### config.mk
export PLATFORM = sky130hd
export DESIGN_NAME = vliw_bundle_loader
export DESIGN_NICKNAME = d
export VERILOG_FILES = /design/src/rtl/vliw_bundle_loader.sv
export SDC_FILE = /design/constraint.sdc
export NUM_CORES = 1
export LEC_CHECK = 0
export ABC_CLOCK_PERIOD_IN_PS = 20800
export CAP_MARGIN = 20
export CORE_UTILIZATION = 27
export CTS_BUF_LIST = sky130_fd_sc_hd__clkbuf_8
export DETAILED_ROUTE_END_ITERATION = 6
export GPL_ROUTABILITY_DRIVEN = 0
export PLACE_DENSITY = 0.49
export SYNTH_ARGS = -nofsm -noshare
export SYNTH_HDL_FRONTEND = slang
export SYNTH_SLANG_ARGS = --single-unit
### constraint.sdc
create_clock -name clk -period 20.8 [get_ports clk]
set_clock_uncertainty 0.2 [all_clocks]
set_input_delay 3.12 -clock clk [delete_from_list [all_inputs] [get_ports clk]]
set_output_delay 3.12 -clock clk [all_outputs]
set_load 0.01 [all_outputs]
### src/rtl/vliw_bundle_loader.sv
// VLIW instruction-memory loader: buffers address-tagged bundles in a FIFO,
// writes them to imem in order, and zero-fills every skipped address.
//
// Ports:
//   clk, rst_n              clock (rising edge), async active-low reset
//   in_valid/in_ready       bundle handshake (in_bundle, in_addr, in_last)
//   restart                 leave DONE and start a new load
//   imem_we/addr/wdata      registered instruction-memory write port
//   busy                    FIFO non-empty or gap fill in progress
//   done                    load complete (held until restart)
//   err/err_code            sticky error, first cause (1 order, 2 range)
module vliw_bundle_loader #(
    parameter int SLOTS      = 8,
    parameter int SLOT_W     = 32,
    parameter int ADDR_W     = 8,
    parameter int IMEM_DEPTH = 64,
    parameter int FIFO_DEPTH = 4
) (
    input  logic                    clk,
    input  logic                    rst_n,
    input  logic                    in_valid,
    output logic                    in_ready,
    input  logic [SLOTS*SLOT_W-1:0] in_bundle,
    input  logic [ADDR_W-1:0]       in_addr,
    input  logic                    in_last,
    input  logic                    restart,
    output logic                    imem_we,
    output logic [ADDR_W-1:0]       imem_addr,
    output logic [SLOTS*SLOT_W-1:0] imem_wdata,
    output logic                    busy,
    output logic                    done,
    output logic                    err,
    output logic [1:0]              err_code
);

    localparam int BW = SLOTS * SLOT_W;
    localparam int PW = $clog2(FIFO_DEPTH);

    localparam logic [1:0] S_IDLE  = 2'd0;
    localparam logic [1:0] S_FILL  = 2'd1;
    localparam logic [1:0] S_WRITE = 2'd2;
    localparam logic [1:0] S_DONE  = 2'd3;

    // One extra bit so next_addr can hold IMEM_DEPTH without wrapping.
    localparam logic [ADDR_W:0] DEPTH_A = (ADDR_W + 1)'(IMEM_DEPTH);
    localparam logic [ADDR_W:0] ONE_A   = (ADDR_W + 1)'(1);

    localparam logic [1:0] E_NONE  = 2'd0;
    localparam logic [1:0] E_ORDER = 2'd1;
    localparam logic [1:0] E_RANGE = 2'd2;

    // ---------------- input FIFO ----------------
    logic [BW-1:0]     fifo_data_q [FIFO_DEPTH];
    logic [ADDR_W-1:0] fifo_addr_q [FIFO_DEPTH];
    logic              fifo_last_q [FIFO_DEPTH];
    logic [PW:0]       wr_ptr_q, wr_ptr_d;
    logic [PW:0]       rd_ptr_q, rd_ptr_d;
    logic              fifo_empty, fifo_full;
    logic              push, pop;

    logic [BW-1:0]     head_data;
    logic [ADDR_W:0]   head_addr;
    logic              head_last;

    // ---------------- loader state ----------------
    logic [1:0]        state_q, state_d;
    logic [ADDR_W:0]   next_addr_q, next_addr_d;
    logic              we_q, we_d;
    logic [ADDR_W-1:0] waddr_q, waddr_d;
    logic [BW-1:0]     wdata_q, wdata_d;
    logic              done_q, done_d;
    logic              err_q, err_d;
    logic [1:0]        code_q, code_d;
    logic [ADDR_W:0]   head_next;

    assign fifo_empty = (wr_ptr_q == rd_ptr_q);
    assign fifo_full  = (wr_ptr_q[PW] != rd_ptr_q[PW]) &&
                        (wr_ptr_q[PW-1:0] == rd_ptr_q[PW-1:0]);

    // Ready is not lookahead: a full FIFO refuses even if it pops this edge.
    assign in_ready = rst_n && !fifo_full && (state_q != S_DONE);
    assign push     = in_valid && in_ready;

    assign head_data = fifo_data_q[rd_ptr_q[PW-1:0]];
    assign head_addr = {1'b0, fifo_addr_q[rd_ptr_q[PW-1:0]]};
    assign head_last = fifo_last_q[rd_ptr_q[PW-1:0]];

    assign wr_ptr_d = wr_ptr_q + (PW + 1)'(push);
    assign rd_ptr_d = rd_ptr_q + (PW + 1)'(pop);

    // head_addr < IMEM_DEPTH when used, so +1 tops out at IMEM_DEPTH.
    always_comb begin
        head_next = head_addr + ONE_A;
        if (head_next > DEPTH_A) begin
            head_next = DEPTH_A;
        end
    end

    always_ff @(posedge clk) begin
        if (push) begin
            fifo_data_q[wr_ptr_q[PW-1:0]] <= in_bundle;
            fifo_addr_q[wr_ptr_q[PW-1:0]] <= in_addr;
            fifo_last_q[wr_ptr_q[PW-1:0]] <= in_last;
        end
    end

    always_comb begin
        state_d     = state_q;
        next_addr_d = next_addr_q;
        we_d        = 1'b0;
        waddr_d     = waddr_q;
        wdata_d     = wdata_q;
        done_d      = done_q;
        err_d       = err_q;
        code_d      = code_q;
        pop         = 1'b0;

        unique case (state_q)
            S_DONE: begin
                done_d = 1'b1;
                if (restart) begin
                    state_d     = S_IDLE;
                    done_d      = 1'b0;
                    next_addr_d = '0;
                    err_d       = 1'b0;
                    code_d      = E_NONE;
                end
            end
            S_IDLE, S_FILL, S_WRITE: begin
                if (fifo_empty) begin
                    state_d = S_IDLE;
                end else if (head_addr >= DEPTH_A) begin
                    pop     = 1'b1;
                    err_d   = 1'b1;
                    state_d = head_last ? S_DONE : S_IDLE;
                    if (code_q == E_NONE) begin
                        code_d = E_RANGE;
                    end
                end else if (head_addr < next_addr_q) begin
                    pop     = 1'b1;
                    err_d   = 1'b1;
                    state_d = head_last ? S_DONE : S_IDLE;
                    if (code_q == E_NONE) begin
                        code_d = E_ORDER;
                    end
                end else if (head_addr > next_addr_q) begin
                    // Zero-fill one skipped address; head stays queued.
                    state_d     = S_FILL;
                    we_d        = 1'b1;
                    waddr_d     = next_addr_q[ADDR_W-1:0];
                    wdata_d     = '0;
                    next_addr_d = next_addr_q + ONE_A;
                end else begin
                    state_d     = head_last ? S_DONE : S_WRITE;
                    pop         = 1'b1;
                    we_d        = 1'b1;
                    waddr_d     = head_addr[ADDR_W-1:0];
                    wdata_d     = head_data;
                    next_addr_d = head_next;
                end
            end
        endcase
    end

    always_ff @(posedge clk or negedge rst_n) begin
        if (!rst_n) begin
            wr_ptr_q    <= '0;
            rd_ptr_q    <= '0;
            state_q     <= S_IDLE;
            next_addr_q <= '0;
            we_q        <= 1'b0;
            waddr_q     <= '0;
            wdata_q     <= '0;
            done_q      <= 1'b0;
            err_q       <= 1'b0;
            code_q      <= E_NONE;
        end else begin
            wr_ptr_q    <= wr_ptr_d;
            rd_ptr_q    <= rd_ptr_d;
            state_q     <= state_d;
            next_addr_q <= next_addr_d;
            we_q        <= we_d;
            waddr_q     <= waddr_d;
            wdata_q     <= wdata_d;
            done_q      <= done_d;
            err_q       <= err_d;
            code_q      <= code_d;
        end
    end

    assign imem_we    = we_q;
    assign imem_addr  = waddr_q;
    assign imem_wdata = wdata_q;
    assign busy       = !fifo_empty || (state_q == S_FILL);
    assign done       = done_q;
    assign err        = err_q;
    assign err_code   = code_q;

endmodule
==> results of run 1 <==
[registers in the layout, indices dropped and copies added, names as in the netlist, 2 cells and up]
name,cells
state_q,2
next_addr_q,9
wr_ptr_q,3
fifo_data_q,1024
rd_ptr_q,3
fifo_addr_q,32
err_code,2
fifo_last_q,4
imem_wdata,256
imem_addr,8
[through the flow]
step / cell area [um^2] / setup WS [ns] / total power [mW] / utilization
2_1_floorplan: 48900 / 5.15 / 4.55 / -
4_1_cts: 61600 / 13.03 / 7.44 / 0.344
6_report: 61600 / 13.09 / 7.27 / 0.344
5_1_grt: 61600 / 12.99 / 7.64 / 0.344
3_3_place_gp: 57100 / 12.73 / 5.08 / 0.319
3_5_place_dp: 57100 / 12.72 / 5.09 / 0.319
[critical path: stages]
cell and delay [ns]:
buf_8 0.35, o211a_1 0.31, clkdlybuf4s50_1 0.58
[area by class of cell]
cell class | count | area, um^2 | area share
diodes | 7 | 17.5 | 0.000284
clock buffers | 264 | 3630 | 0.0589
clock inverters | 170 | 907 | 0.0147
inverters | 13 | 48.8 | 0.000792
multi-input cells | 674 | 9320 | 0.151
flip-flops and latches | 1346 | 39000 | 0.633
well taps | 2355 | 2950 | 0.0478
repair buffers | 577 | 5790 | 0.0938
[cells in the final DEF, fill, tap and decap left out, types with 14 or more instances in the layout]
master,count
clkbuf_8,264
edfxtp_1,1060
clkdlybuf4s50_1,538
nand3_1,19
clkinv_1,49
o21ai_0,14
dfrtp_1,284
clkinv_2,18
mux4_2,265
a22o_1,257
nand2_1,25
ha_1,15
buf_4,30
inv_1,95
[how the worst min path moves through the flow]
stage	startpoint	end	slack, ns
floorplan	wr_ptr_q[2]	wr_ptr_q[2]	0.26
global placement	wr_ptr_q[2]	wr_ptr_q[2]	0.28
detailed placement	wr_ptr_q[2]	wr_ptr_q[2]	0.29
CTS	wr_ptr_q[2]	wr_ptr_q[2]	0.30
global route	wr_ptr_q[2]	wr_ptr_q[2]	0.30
finish	wr_ptr_q[2]	wr_ptr_q[2]	0.30
[report_power, final]
part / leakage, nW / switching [mW] / internal (mW)
Combinational: 5.21 / 0.889 / 0.721
Sequential: 13.6 / 0.132 / 3.22
Clock: 2.60 / 1.08 / 1.22
Total: 21.4 / 2.11 / 5.16
[per-layer routing]
metal  GRT usage  vias up
met3      0.0345      216
met1       0.166    12700
met2       0.225      603
li1            -    10500
met4      0.0493       14
met5           0        -
[cell families after synthesis]
| kind of cell | share of synthesized area |
|---|---|
| buffers and inverters | 0.0126 |
| xor gates and xnor gates | 0.00233 |
| adders and majority gates | 0.00384 |
| AOI/OAI and AO/OA | 0.0527 |
| muxes | 0.124 |
| DFF | 0.798 |
| and+or+nand+nor | 0.00673 |
==> results.json, run 1 <==
{
  "status": "complete, no violations",
  "r2r_cells": 11,
  "nets": 3124,
  "dp.cells": 4965,
  "async_flop_share": 0.212,
  "period_share": 0.371,
  "cts_sinks": 1346,
  "r2r-start": "rd_ptr_q[1]",
  "grt_max_degree": 129,
  "wl_met3_um": 6300,
  "yosysSeqAreaShare": 0.798,
  "cts.clk_slew.worst_paths_ns": 0.06,
  "die-area_um2": 183000,
  "hold_path.class": "reg -> reg",
  "first_iter_violations": 1358,
  "path_max_fanout": 55,
  "critPathLaunch": "rst_n",
  "synth_cell_type_count": 49,
  "synth_edf_count": 1060,
  "slew_violations": 0,
  "routedWlPerCell_um": 23.0,
  "vias": 24000,
  "grt_pass1_wl_um": 179000,
  "cts.root.buffer_cell": "clkbuf_8",
  "start_kind": "primary input",
  "initial_utilization": 0.273,
  "period_needed_ns": 7.71,
  "ctsResizeCount": 0,
  "syn-cell-area_um2": 48900,
  "dp_hpwl_um": 73200,
  "synth_nets": 2440,
  "antenna_found_initial": 21,
  "tightest_slew_ns": 1.09,
  "setup_violations": 0,
  "syn_inst": 2156,
  "numPortBuffers": 539,
  "grt_pass1_vias": 25400,
  "drv_cap": 0,
  "htreeDepth": 4,
  "clk_latency_ns": 0.93,
  "cts_hold_buf": 0,
  "ys_ff_latch": 1346,
  "vias_per_cell": 4.45,
  "hold_depth": 1,
  "synthFlopType": "edfxtp_1",
  "powerDensity_nw_per_um2": 118,
  "met1_length_um": 51100,
  "drc_errors": 0,
  "cts_tree": "yes",
  "synth_top_cell_by_area": "edfxtp_1",
  "die_h_um": 427,
  "synthTopCellsByArea": "edfxtp_1 65%, dfrtp_1 15%, mux4_2 12%, a22o_1 4.6%, clkbuf_1 0.67%",
  "ir_worst_vdd_uv": 88.7,
  "row_count": 155,
  "slew_headroom": 0.272,
  "hold_viol": 0,
  "cp-endpoint": "in_ready",
  "synth_common_cells": "1060 x edfxtp_1, 286 x dfrtp_1, 265 x mux4_2, 257 x a22o_1, 87 x clkbuf_1",
  "setup_tns_ns": 0,
  "track_usage": 0.134,
  "synth_most_common_cell": "edfxtp_1",
  "grt.overflow.total": 0,
  "wl_met2_um": 63500,
  "cp.arrival_ns": 4.39,
  "syn_to_final_growth_pct": 26.1,
  "dr.pass1.iters": 5,
  "io_pins": 540,
  "die_x_um": 427,
  "synth_warnings": 0,
  "wl_um": 124000,
  "power_leakage_nw": 21.4,
  "final_cell_count_no_fill": 5406,
  "avgSynthCellArea_um2": 22.7,
  "end_kind": "output pin",
  "setup.worst_path.class": "in -> out",
  "coreArea_um2": 179000,
  "cts_buffer_depth": 3,
  "postCtsSetupRepairBufs": 0,
  "clock.fmax_mhz": 130,
  "worst-r2r-setup-slack_ns": 14.37,
  "holdWs_ns": 0.299,
  "ant_nets": 0,
  "rsz0062_at_grt": "false",
  "fill_cells": 17000,
  "synth_top_area_share": 0.651,
  "required_ns": 17.48,
  "r2r_end": "imem_wdata[204]",
  "top_layer": "met5",
  "cts_buffers": 228,
  "layout-drive-gt1-share": 0.204
}
Power figures use the tool's default switching activity.
==> inputs of run 2 (changes only) <==
Settings changed: ABC_CLOCK_PERIOD_IN_PS 20800 to 7300, PLACE_DENSITY 0.49 to 0.47.
Clock period 20.8 ns to 7.3 ns, I/O delays scaled along.
==> run 2 against run 1 <==
Effect of this change: critical path depth is 6 higher; sequential share of layout area shrank 0.10 points; clock-buffer cell count down 22; die area unchanged; non-clock buffer count did not move; hold slack lost 0.014 ns; register-to-register slack worse by 12 ns; combinational power rose to 2.9 times the previous value; clock power rose to 2.8 times the previous value; sequential power rose to 2.8 times the previous value; critical endpoint is now imem_wdata[248]; largest cell class unchanged; highest routed layer unchanged.
==> results.json, run 2 (synthesis gave the netlist of run 1 again) <==
{
  "hold_viol": 0,
  "top_layer": "met5",
  "wl_met2_um": 66800,
  "drc_errors": 0,
  "path_cells": "buf_4 -> mux4_2 -> ha_1 -> o21ai_0 -> a21oi_1 -> o41ai_2 -> a21o_4 -> buf_12 -> a22o_1",
  "setup.worst_path.class": "reg -> reg",
  "ctsResizeCount": 0,
  "critPathMaxStageDelay_ns": 0.86,
  "hp-start": "done",
  "drv_cap": 0,
  "p_total_mw": 20.8,
  "setup_violations": 0,
  "cts_buffer_depth": 3,
  "cts.root.buffer_cell": "clkbuf_8",
  "row_count": 155,
  "track_usage": 0.137,
  "required_ns": 7.94,
  "clk_latency_ns": 0.94,
  "syn_to_final_growth_pct": 26.3,
  "vias": 24300,
  "slew_violations": 0,
  "die_h_um": 427,
  "die_x_um": 427,
  "initial_utilization": 0.273,
  "start_kind": "flip-flop",
  "cts.clk_slew.worst_paths_ns": 0.07,
  "critPathLaunch": "rd_ptr_q[0]",
  "placed_area_um2": 57300,
  "htreeDepth": 4,
  "met1_length_um": 48600,
  "finalInstanceArea_um2": 61700,
  "cts_sinks": 1346,
  "place_ws_ns": 2.02,
  "power_leakage_nw": 21.4,
  "vias_per_cell": 4.49,
  "fill_cells": 16800,
  "dr.pass1.iters": 5,
  "r2r-start": "rd_ptr_q[0]",
  "fin_ws_ns": 2.16,
  "die-area_um2": 183000,
  "wl_met3_um": 6930,
  "routedWlPerCell_um": 23.3,
  "coreArea_um2": 179000,
  "antenna_found_initial": 30,
  "period_share": 0.704,
  "cp.arrival_ns": 5.78,
  "rsz0062_at_grt": "false",
  "first_iter_violations": 1559,
  "clock.fmax_mhz": 195,
  "final_cell_count_no_fill": 5401,
  "grt_pass1_wl_um": 183000,
  "grt.overflow.total": 0,
  "path_max_fanout": 81,
  "nets": 3120,
  "largest_register_ffs": 1024,
  "mostFrequentLayoutCells": "1060 x edfxtp_1, 538 x clkdlybuf4s50_1, 284 x dfrtp_1, 265 x mux4_2, 257 x a22o_1",
  "cts_tree": "yes",
  "setup_tns_ns": 0,
  "ir_worst_vdd_uv": 263,
  "period_needed_ns": 5.14,
  "status": "complete, no violations",
  "end_kind": "flip-flop",
  "dp.cells": 4964,
  "tightest_slew_ns": 1.01,
  "grt_max_degree": 114,
  "layout_commonest_cell": "edfxtp_1",
  "hold_path.class": "reg -> reg",
  "wl_um": 126000,
  "ant_nets": 0,
  "slowest_stage": "a21o_4",
  "numPortBuffers": 539,
  "dp_hpwl_um": 73700,
  "io_pins": 540,
  "slew_headroom": 0.329,
  "grt_pass1_vias": 26400,
  "powerDensity_nw_per_um2": 337,
  "cts_buffers": 224,
  "layout-drive-gt1-share": 0.205
}
run 2: per-stage QoR:
stage / hold slack (ns) / util
after floorplan: 0.262 / -
after global placement: 0.279 / 0.319
after detailed placement: 0.276 / 0.320
after CTS: 0.289 / 0.344
after global routing: 0.297 / 0.345
final: 0.285 / 0.345
run 2: repair_timing:
item / in CTS / in global routing
endpoints found under the hold margin: 74 / 0
endpoints found under the setup margin: 0 / 0
setup buffers: 0 / 0
hold buffers: 1 / 0
run 2: final timing paths:
check                                   to  slack (ns)  cells after the start
hold / removal                        done        0.29                      2
min in group asynchronous  imem_wdata[101]        0.58                      2
setup / recovery           imem_wdata[248]        2.16                      9
hold reg to reg                       done        0.29                      2
setup reg to reg           imem_wdata[248]        2.16                      9
max in group asynchronous  imem_wdata[215]        4.19                      4
run 2: final cells by class:
class	instances	area [um^2]	share of cell area
Antenna cell	10	25.0	0.000405
Clock buffer	242	3330	0.0539
Clock inverter	184	1130	0.0182
Inverter	13	48.8	0.000790
Multi-Input combinational cell	674	9330	0.151
Sequential cell	1346	39000	0.632
Tap cell	2355	2950	0.0477
Timing Repair Buffer	577	5950	0.0963
run 2: critical path: cells and delay by family, from the launching register on:
family	cells	cell delay, ns
compound gates	5	2.06
fa+ha+maj	1	0.32
buf+inv	2	1.08
flops	1	0.51
mux	1	0.69
run 2: power by group:
group | switching [mW] | internal (mW) | leakage, nW
Combinational | 2.61 | 2.11 | 5.26
Sequential | 0.325 | 9.18 | 13.6
Clock | 3.11 | 3.43 | 2.57
Total | 6.05 | 14.7 | 21.4
run 2: layer usage:
layer / up-vias / track usage
li1: 10500 / -
met1: 12900 / 0.158
met2: 680 / 0.241
met3: 220 / 0.0356
met4: 14 / 0.0530
met5: - / 0
